File: config.mk
export PLATFORM = sky130hd
export DESIGN_NAME = smg_timer_module_flat
export DESIGN_NICKNAME = d
export VERILOG_FILES = /design/src/rtl/smg_pkg.sv /design/src/rtl/smg_timer_module_if.sv /design/src/rtl/bcd60_counter.sv /design/src/rtl/smg_timer_module.sv /design/src/flat_wrapper.sv
export SDC_FILE = /design/constraint.sdc
export NUM_CORES = 1
export LEC_CHECK = 0
export CAP_MARGIN = 20
export CORE_AREA = 2 2 89 91
export DETAILED_ROUTE_END_ITERATION = 8
export DIE_AREA = 0 0 91 93
export REMOVE_ABC_BUFFERS = 1
export SETUP_SLACK_MARGIN = 0.2
export SYNTH_ARGS = -nofsm -noshare
export SYNTH_HDL_FRONTEND = slang
export SYNTH_SLANG_ARGS = --single-unit
export TNS_END_PERCENT = 5
File: constraint.sdc
create_clock -name CLK -period 3.5 [get_ports CLK]
set_clock_uncertainty 0.05 [all_clocks]
set_input_delay 0.875 -clock CLK [delete_from_list [all_inputs] [get_ports CLK]]
set_output_delay 0.875 -clock CLK [all_outputs]
set_load 0.005 [all_outputs]
File: src/rtl/smg_pkg.sv
// smg_pkg: shared state/mode encoding and prescaler default for the MM:SS countdown timer.
package smg_pkg;
    localparam logic [3:0] MODE_IDLE    = 4'd0;
    localparam logic [3:0] MODE_SET_MIN = 4'd1;
    localparam logic [3:0] MODE_SET_SEC = 4'd2;
    localparam logic [3:0] MODE_RUN     = 4'd3;
    localparam logic [3:0] MODE_PAUSE   = 4'd4;
    localparam logic [3:0] MODE_DONE    = 4'd5;
    localparam logic [25:0] T1S_DEFAULT = 26'd49999999;
    // State codes double as the display mode nibble.
    typedef enum logic [3:0] {
        ST_IDLE    = MODE_IDLE,
        ST_SET_MIN = MODE_SET_MIN,
        ST_SET_SEC = MODE_SET_SEC,
        ST_RUN     = MODE_RUN,
        ST_PAUSE   = MODE_PAUSE,
        ST_DONE    = MODE_DONE
    } state_e;
endpackage

File: src/rtl/smg_timer_module_if.sv
// smg_timer_module_if: key pulses in, BCD display word and alarm out.
interface smg_timer_module_if;
    logic [3:0]  key_value;
    logic [23:0] Num_output;
    logic        Alarm_Out;
    modport master (output key_value, input Num_output, input Alarm_Out);
    modport slave  (input key_value, output Num_output, output Alarm_Out);
endinterface

File: src/rtl/bcd60_counter.sv
// bcd60_counter: two-digit mod-60 BCD counter with clear, increment (59->00) and decrement (00->59, borrow-out).
module bcd60_counter (
    input  logic       clk,
    input  logic       rstn,
    input  logic       clr,
    input  logic       inc,
    input  logic       dec,
    output logic [3:0] tens,
    output logic [3:0] units,
    output logic       borrow
);
    logic [3:0] tens_d, tens_q, units_d, units_q;
    always_comb begin
        tens_d  = tens_q;
        units_d = units_q;
        if (clr) begin
            tens_d  = 4'd0;
            units_d = 4'd0;
        end else if (inc) begin
            units_d = (units_q == 4'd9) ? 4'd0 : units_q + 4'd1;
            tens_d  = (units_q != 4'd9) ? tens_q : (tens_q == 4'd5) ? 4'd0 : tens_q + 4'd1;
        end else if (dec) begin
            units_d = (units_q == 4'd0) ? 4'd9 : units_q - 4'd1;
            tens_d  = (units_q != 4'd0) ? tens_q : (tens_q == 4'd0) ? 4'd5 : tens_q - 4'd1;
        end
    end
    assign borrow = dec && !clr && !inc && tens_q == 4'd0 && units_q == 4'd0;
    assign tens   = tens_q;
    assign units  = units_q;
    always_ff @(posedge clk) begin
        if (!rstn) begin
            tens_q  <= 4'd0;
            units_q <= 4'd0;
        end else begin
            tens_q  <= tens_d;
            units_q <= units_d;
        end
    end
endmodule

File: src/rtl/smg_timer_module.sv
// smg_timer_module: MM:SS countdown timer driving a BCD display word and an expiry alarm.
// Define SMG_TIMER_ALARM_EN to make Alarm_Out blink at half-second rate in DONE instead of holding high.
module smg_timer_module
    import smg_pkg::*;
#(
    parameter logic [25:0] T1S = T1S_DEFAULT
) (
    input  logic               CLK,
    input  logic               RSTn,
    smg_timer_module_if.slave  bus
);
    state_e      state_d, state_q;
    logic [25:0] prescaler_d, prescaler_q;
    logic        alarm_d, alarm_q;
    logic        k0, k1, k2, k3, tick, is_zero, to_zero, sec_borrow, min_borrow_unused;
    logic [3:0]  min_t, min_u, sec_t, sec_u;

    // One-hot the keys by priority: key3 > key0 > key1 > key2.
    assign k3 = bus.key_value[3];
    assign k0 = bus.key_value[0] && !k3;
    assign k1 = bus.key_value[1] && !k3 && !bus.key_value[0];
    assign k2 = bus.key_value[2] && !k3 && !bus.key_value[0] && !bus.key_value[1];

    assign is_zero = {min_t, min_u, sec_t, sec_u} == 16'h0000;
    assign tick    = state_q == ST_RUN && prescaler_q == T1S;
    assign to_zero = tick && !k3 && {min_t, min_u, sec_t, sec_u} == 16'h0001;

    bcd60_counter u_sec (
        .clk    (CLK),
        .rstn   (RSTn),
        .clr    (k3),
        .inc    (k2 && state_q == ST_SET_SEC),
        .dec    (tick),
        .tens   (sec_t),
        .units  (sec_u),
        .borrow (sec_borrow)
    );

    bcd60_counter u_min (
        .clk    (CLK),
        .rstn   (RSTn),
        .clr    (k3),
        .inc    (k2 && state_q == ST_SET_MIN),
        .dec    (sec_borrow),
        .tens   (min_t),
        .units  (min_u),
        .borrow (min_borrow_unused)
    );

    // Reaching 00:00 wins over a coincident pause so the timer never idles at zero in PAUSE.
    always_comb begin
        state_d = state_q;
        if (k3)
            state_d = ST_IDLE;
        else if (to_zero)
            state_d = ST_DONE;
        else if (k0)
            state_d = (state_q == ST_RUN)   ? ST_PAUSE :
                      (state_q == ST_PAUSE) ? ST_RUN   :
                      (state_q == ST_DONE)  ? ST_IDLE  :
                      is_zero               ? state_q  : ST_RUN;
        else if (k1)
            state_d = (state_q == ST_IDLE)    ? ST_SET_MIN :
                      (state_q == ST_SET_MIN) ? ST_SET_SEC :
                      (state_q == ST_SET_SEC) ? ST_IDLE    : state_q;
        prescaler_d = (state_d == ST_RUN || state_d == ST_PAUSE) ?
                      ((state_q == ST_RUN) ? (tick ? 26'd0 : prescaler_q + 26'd1) :
                       (state_q == ST_PAUSE) ? prescaler_q : 26'd0) : 26'd0;
    end

`ifdef SMG_TIMER_ALARM_EN
    localparam logic [25:0] HALF = T1S >> 1;
    logic [25:0] half_cnt_d, half_cnt_q;
    always_comb begin
        half_cnt_d = (state_d == ST_DONE && state_q == ST_DONE) ?
                     ((half_cnt_q == HALF) ? 26'd0 : half_cnt_q + 26'd1) : 26'd0;
        alarm_d    = (state_d != ST_DONE) ? 1'b0 :
                     (state_q != ST_DONE) ? 1'b1 :
                     (half_cnt_q == HALF) ? !alarm_q : alarm_q;
    end
`else
    always_comb alarm_d = state_d == ST_DONE;
`endif

    always_ff @(posedge CLK) begin
        if (!RSTn) begin
            state_q     <= ST_IDLE;
            prescaler_q <= 26'd0;
            alarm_q     <= 1'b0;
`ifdef SMG_TIMER_ALARM_EN
            half_cnt_q  <= 26'd0;
`endif
        end else begin
            state_q     <= state_d;
            prescaler_q <= prescaler_d;
            alarm_q     <= alarm_d;
`ifdef SMG_TIMER_ALARM_EN
            half_cnt_q  <= half_cnt_d;
`endif
        end
    end

    assign bus.Num_output = {state_q, min_t, min_u, sec_t, sec_u, 4'd0};
    assign bus.Alarm_Out  = alarm_q;
endmodule
File: src/flat_wrapper.sv
// flat-port wrapper written by rule: the top's interface ports become plain ports
module smg_timer_module_flat import smg_pkg::*;
#(
    parameter logic [25:0] T1S = T1S_DEFAULT
)
  (CLK, RSTn, bus_key_value, bus_Num_output, bus_Alarm_Out);
  smg_timer_module_if bus_i ();
  input  logic CLK;
  input  logic RSTn;
  input wire logic [$bits(bus_i.key_value)-1:0] bus_key_value;
  output wire logic [$bits(bus_i.Num_output)-1:0] bus_Num_output;
  output wire logic [$bits(bus_i.Alarm_Out)-1:0] bus_Alarm_Out;
  assign bus_i.key_value = bus_key_value;
  assign bus_Num_output = bus_i.Num_output;
  assign bus_Alarm_Out = bus_i.Alarm_Out;
  smg_timer_module #(.T1S(T1S)) u_core (.CLK(CLK), .RSTn(RSTn), .bus(bus_i));
endmodule
Word level (Yosys, flattened, before mapping)
Index checks and enable logic that the tools add are counted.
{"block": "classes", "bitwise": 1, "n_mux": 34, "n_addsub": 9, "n_eq_ne": 21, "reduce_logical": 33}
{"cell": "4-bit 2-to-1 mux", "n": 31}
{"cell": "26-bit 2-to-1 mux", "n": 3}
{"cell": "26-bit by 1-bit adder with 26-bit output (second input constant)", "n": 1}
{"cell": "26-bit == test (second input constant)", "n": 1}
{"cell": "4-bit by 3-bit == test with 1-bit output (second input constant)", "n": 6}
{"cell": "4-bit zero test", "n": 5}
{"cell": "4-bit by 1-bit adder with 4-bit output (second input constant)", "n": 4}
{"cell": "16-bit by 1-bit == test with 1-bit output (second input constant)", "n": 1}
{"cell": "16-bit zero test", "n": 1}
{"cell": "4-bit by 1-bit subtractor with 4-bit output (second input constant)", "n": 4}
{"cell": "1-bit logical AND", "n": 14}
{"cell": "4-bit by 2-bit == test with 1-bit output (second input constant)", "n": 3}
{"cell": "4-bit == test (second input constant)", "n": 2}
{"cell": "2-bit != test (second input constant)", "n": 4}
{"cell": "4-bit != test (second input constant)", "n": 2}
{"cell": "4-bit nonzero test", "n": 2}
{"cell": "3-bit AND reduction", "n": 2}
{"cell": "4-bit by 1-bit == test with 1-bit output (second input constant)", "n": 1}
{"cell": "1-bit zero test", "n": 4}
{"cell": "2-bit nonzero test", "n": 2}
{"cell": "2-bit by 1-bit != test with 1-bit output (second input constant)", "n": 1}
{"cell": "2-bit AND reduction", "n": 1}
{"cell": "2-bit OR reduction", "n": 1}
{"cell": "1-bit logical OR", "n": 1}
{"cell": "1-bit NOT", "n": 1}
{"block": "word_totals", "out_inout_bits": 25, "reg_bits": 47, "word_cells": 105, "input_bits": 6}

Longest topological paths before layout
{"block": "logic_depth", "depth_word": 11, "mapped_depth": 9, "ltp_nobuf": 7}

Cells and area by module
Synthesis repeated with hierarchy kept, for this count alone.
{"block": "unflattened", "cells_unflattened": 398, "area_unflattened_um2": 3310.7}
{"mod": "smg_timer_module", "area_each_um2": 2037.0, "seq_area_each_um2": 620.6, "cells_per_inst": 248, "n_inst": 1}
{"mod": "bcd60_counter", "area_each_um2": 636.9, "seq_area_each_um2": 160.2, "cells_per_inst": 75, "n_inst": 2}

Worst setup path before layout
No wires, ideal clock.
{"block": "synth_timing", "path_kind": "input -> register", "from": "in bus_key_value[3]", "to": "reg u_core.u_min.units_q[1] (netlist: u_core.u_min.units[1])", "arrival_ns": 2.597, "slack_ns": 0.783, "t_required_ns": 3.380, "setup_time_ns": 0.070, "path_buffers": 1, "path_stages": 7, "cell_sequence": "buf_2 or4b_1 nor2_1 nand2_1 o31a_1 or3_1 a21oi_1"}
{"block": "synth_via", "elab_chain_cells": 10, "elab_cells_between_ends": 14, "classes_between": "mux (1); reduce/logical (13)"}
{"item": "from (decl)", "line": "flat_wrapper.sv:10", "rtl": "input wire logic [$bits(bus_i.key_value)-1:0] bus_key_value;"}
{"item": "1-bit zero test", "line": "bcd60_counter.sv:27, smg_timer_module.sv:22"}
{"item": "1-bit logical AND (3 in a row)", "line": "smg_timer_module.sv:22", "rtl": "assign k2 = bus.key_value[2] && !k3 && !bus.key_value[0] && !bus.key_value[1];"}
{"item": "1-bit logical AND", "line": "smg_timer_module.sv:32", "rtl": ".inc (k2 && state_q == ST_SET_SEC),"}
{"item": "1-bit zero test", "line": "bcd60_counter.sv:27", "rtl": "assign borrow = dec && !clr && !inc && tens_q == 4'd0 && units_q == 4'd0;"}
{"item": "1-bit logical AND (3 in a row)", "line": "bcd60_counter.sv:27"}
{"item": "2-bit nonzero test (no source line)"}
{"item": "to (signal assigned)", "line": "bcd60_counter.sv:36", "rtl": "units_q <= units_d;"}
{"item": "to (decl)", "line": "bcd60_counter.sv:12", "rtl": "logic [3:0] tens_d, tens_q, units_d, units_q;"}
Parallel ways exist; a longest one is shown, timed or not.
A chain may end at the register's enable or synchronous reset.

Final worst setup path
{"block": "layout_timing", "from": "in bus_key_value[3]", "to": "reg u_core.u_min.tens_q[1] (netlist: u_core.u_min.tens[1])"}
{"block": "layout_via", "elab_chain_cells": 11, "elab_cells_between_ends": 17, "classes_between": "eq/ne (2); mux (1); reduce/logical (14)"}
{"item": "1-bit zero test", "line": "bcd60_counter.sv:27, smg_timer_module.sv:22"}
{"item": "1-bit logical AND (3 in a row)", "line": "smg_timer_module.sv:22"}
{"item": "1-bit logical AND", "line": "smg_timer_module.sv:32"}
{"item": "1-bit zero test", "line": "bcd60_counter.sv:27"}
{"item": "1-bit logical AND (3 in a row)", "line": "bcd60_counter.sv:27"}
{"item": "2-bit nonzero test (no source line)"}
{"item": "3-bit AND reduction (no source line)"}
{"item": "to (signal assigned)", "line": "bcd60_counter.sv:35", "rtl": "tens_q <= tens_d;"}
{"item": "to (decl)", "line": "bcd60_counter.sv:12"}
Parallel ways exist; a longest one is shown, timed or not.

==> impl_metrics.json <==
{
  "postCtsSetupRepairBufs": 0,
  "dpl.hpwl_um": 5580,
  "die_w_um": 91,
  "synth_top_family_by_area": "simple AND/OR/NAND/NOR gates",
  "ys_async_sr_fraction_pct": 0,
  "maxSlewViolCount": 0,
  "htree_levels": 2,
  "reg2reg_from": "u_core.prescaler_q[0]$_SDFFE_PN0P_",
  "reg2reg_depth": 7,
  "end_kind": "register",
  "drive_gt1_share_pct": 10.0,
  "p_leak_nw": 1.14,
  "synth_edf_count": 0,
  "period_minus_slack_ps": 2980,
  "first_global_vias": 2890,
  "numCtsBuffers": 5,
  "drt_iter0_drc": 120,
  "drc": 0,
  "p_per_area_nw_per_um2": 268,
  "synth-compound-area-share_pct": 19.6,
  "drt-pass1-iter-count": 5,
  "fmax_mhz": 336,
  "seq_area_frac_synth_pct": 28.9,
  "cp_max_fo": 9,
  "cts.sinks": 47,
  "dr_total_vias": 3072,
  "synth_fa_ha_area_share_pct": 0.384,
  "nets": 437,
  "dieArea_um2": 8460,
  "critPathArrivalTime_ps": 3130,
  "hold_depth": 1,
  "cts_hold_buf": 0,
  "grt_pass1_wl_um": 13600,
  "cp_slowest_cell": "or4b_1",
  "total_power_uw": 969,
  "r2r_end": "u_core.u_min.tens[1]$_SDFFE_PP0P_",
  "syn_area_um2": 3260,
  "synth_warnings": 0,
  "core_area_um2": 7530,
  "diodes": 0,
  "syn-instance-count": 419,
  "gr-total-overflow": 0,
  "avgRoutedWirePerCell_um": 14.9,
  "io_buffers": 26,
  "synth-xor-area-share_pct": 5.38,
  "viasPerCell": 5.77,
  "rsz0062_at_grt": "false",
  "gp_congestion": 0.830,
  "post_cts_resize_count": 0,
  "ir_drop_mv": 0.157,
  "slowest_delay_ps": 600,
  "maxCapViolations": 0,
  "setup_viol": 0,
  "run_status": "finished clean",
  "ys_ff_latch": 47,
  "pin_count": 31,
  "syn_avg_cell_area_um2": 7.77,
  "min_period_over_period_pct": 85.0,
  "fp-row-count": 32,
  "initial_core_util_pct": 43.3,
  "r2r_setup_slack_ps": 830,
  "area_growth_pct": 10.9,
  "clk_path_buf_depth": 2,
  "grt_max_degree": 17,
  "fp.dieH_um": 93,
  "ys.flop_type": "dfxtp_1",
  "synth-simple-area-share_pct": 36.3,
  "relSlewSlack_pct": 51.4,
  "cts_tree": "yes",
  "required_ps": 3660,
  "min_path_type": "register to register",
  "insertion_delay_ps": 300,
  "max_slew.worst_pin.slew_ps": 729,
  "antenna_found_initial": 0,
  "setup_tns_ps": 0,
  "postRouteWirelength_um": 7950,
  "track_usage_pct": 19.3,
  "path_cells": "clkdlybuf4s50_1, or4b_1, or2_2, nand2_1, nor4_2, mux2_2, a221oi_1",
  "ys_types": 72,
  "critPathKind": "input port to register",
  "finalHoldViolations": 0,
  "root_buffer": "clkbuf_8",
  "clkSlewWorstSetupHoldPaths_ps": 90,
  "startpoint_type": "input port",
  "min_to": "u_core.prescaler_q[18]$_SDFFE_PN0P_",
  "min_from": "u_core.prescaler_q[18]$_SDFFE_PN0P_",
  "synthMuxAreaShare_pct": 1.65,
  "hold-worst-slack_ps": 459,
  "ant_nets": 0
}
[report_power, final]
part	internal, mW	leakage [nW]	switching, mW
clock network	0.210	0.0513	0.185
logic	0.0167	0.713	0.0211
registers	0.535	0.378	0.00197
[state kept, by name, summed over array words and instances, names as in the netlist]
name,flops
u_core.u_min.tens,4
u_core.u_sec.units,4
u_core.state_q,4
u_core.u_min.units,4
u_core.bus.Alarm_Out,1
u_core.prescaler_q,26
u_core.u_sec.tens,4
[how the worst max path moves through the flow]
stage,start,endpoint,slack (ps),depth (start not counted)
finish,bus_key_value[3],u_core.u_min.tens[1]$_SDFFE_PP0P_,520,7
global route,bus_key_value[1],u_core.prescaler_q[7]$_SDFFE_PN0P_,420,8
CTS,bus_key_value[3],u_core.u_min.tens[1]$_SDFFE_PP0P_,540,7
detailed placement,bus_key_value[3],u_core.u_min.tens[1]$_SDFFE_PP0P_,220,7
global placement,bus_key_value[3],u_core.u_min.tens[1]$_SDFFE_PP0P_,280,7
floorplan,bus_key_value[3],u_core.u_min.units[1]$_SDFFE_PP0P_,930,6
[kinds of logic (layout without fill, tap and decap cells)]
group,Yosys count,in the layout
buffers and inverters,43,51
AND/OR/NAND/NOR,209,209
flip-flops,47,47
XOR/XNOR,20,20
adder cells (fa/ha/maj),1,1
multiplexers,5,5
AO/OA/AOI/OAI,93,93
other,1,4
[placed cells by master (no fill, tap or decap), types with 3 or more instances in the layout]
cell,instances
nand3_1,18
xnor2_1,12
a311oi_1,7
or4b_1,3
or3_1,3
o21ai_0,16
nand4_1,9
nand2b_1,6
clkdlybuf4s50_1,26
dfxtp_1,47
nor4b_1,3
inv_1,11
or2_2,3
nor2b_1,6
nand2_1,51
a211oi_1,3
conb_1,4
mux2_2,3
nor4_1,4
a21oi_1,25
a31oi_1,11
a21o_1,3
o211ai_1,4
buf_4,6
xor2_1,8
and3_1,6
nor3_1,21
nor2_1,44
clkbuf_8,5
[Yosys cell counts, types with 3 or more instances]
cell | instances | share of area [%]
nor2b_1 | 6 | 1.2
nand2_1 | 51 | 5.9
nand3_1 | 18 | 2.8
o21ai_0 | 16 | 2.5
a311oi_1 | 7 | 1.9
nor4_1 | 4 | 0.77
o211ai_1 | 4 | 0.92
a31oi_1 | 11 | 2.1
or2_2 | 3 | 0.58
a21oi_1 | 25 | 3.8
or3_1 | 3 | 0.58
nor2_1 | 44 | 5.1
a21o_1 | 3 | 0.69
nand2b_1 | 6 | 1.2
nor4b_1 | 3 | 0.81
nor3_1 | 21 | 3.2
xor2_1 | 8 | 2.2
buf_2 | 4 | 0.61
a211oi_1 | 3 | 0.69
buf_6 | 5 | 1.7
xnor2_1 | 12 | 3.2
dfxtp_1 | 47 | 29
and3_1 | 6 | 1.2
nand4_1 | 9 | 1.7
mux2_2 | 3 | 1.0
clkbuf_1 | 14 | 1.6
or4b_1 | 3 | 0.92
buf_4 | 6 | 1.4
inv_1 | 11 | 1.3
[metal layers]
layer	track usage [%]	wire length (µm)	vias to the layer above
met4	7.45	153	0
met1	24.6	3640	1447
met2	33.2	3860	72
met3	2.50	285	13
met5	0	0	-
li1	-	-	1540
[metrics by stage]
step	utilization [%]	instance area (µm²)	worst slack [ps]	cells
after global routing	48.0	3610	422	532
after detailed placement	46.6	3510	219	525
after floorplan	-	3060	932	390
after CTS	48.0	3610	540	532
final	48.0	3610	524	532
after global placement	46.6	3510	284	525
[final cells by class]
| cell class | count | area [µm²] |
|---|---|---|
| fill | 788 | 3910 |
| multi-input combinational | 332 | 2080 |
| sequential | 47 | 941 |
| timing repair buffer | 33 | 325 |
| tap | 102 | 128 |
| clock buffer | 6 | 72.6 |
| inverter | 11 | 41.3 |
| clock inverter | 1 | 30.0 |
[worst max-delay path: cells and delay by family]
family                 cells  cell delay [ps]
muxes                      1              290
buffers and inverters      1              590
AOI/OAI and AO/OA          1              250
and+or+nand+nor            4             1140
Note: power is estimated with default switching activity, not from simulation.
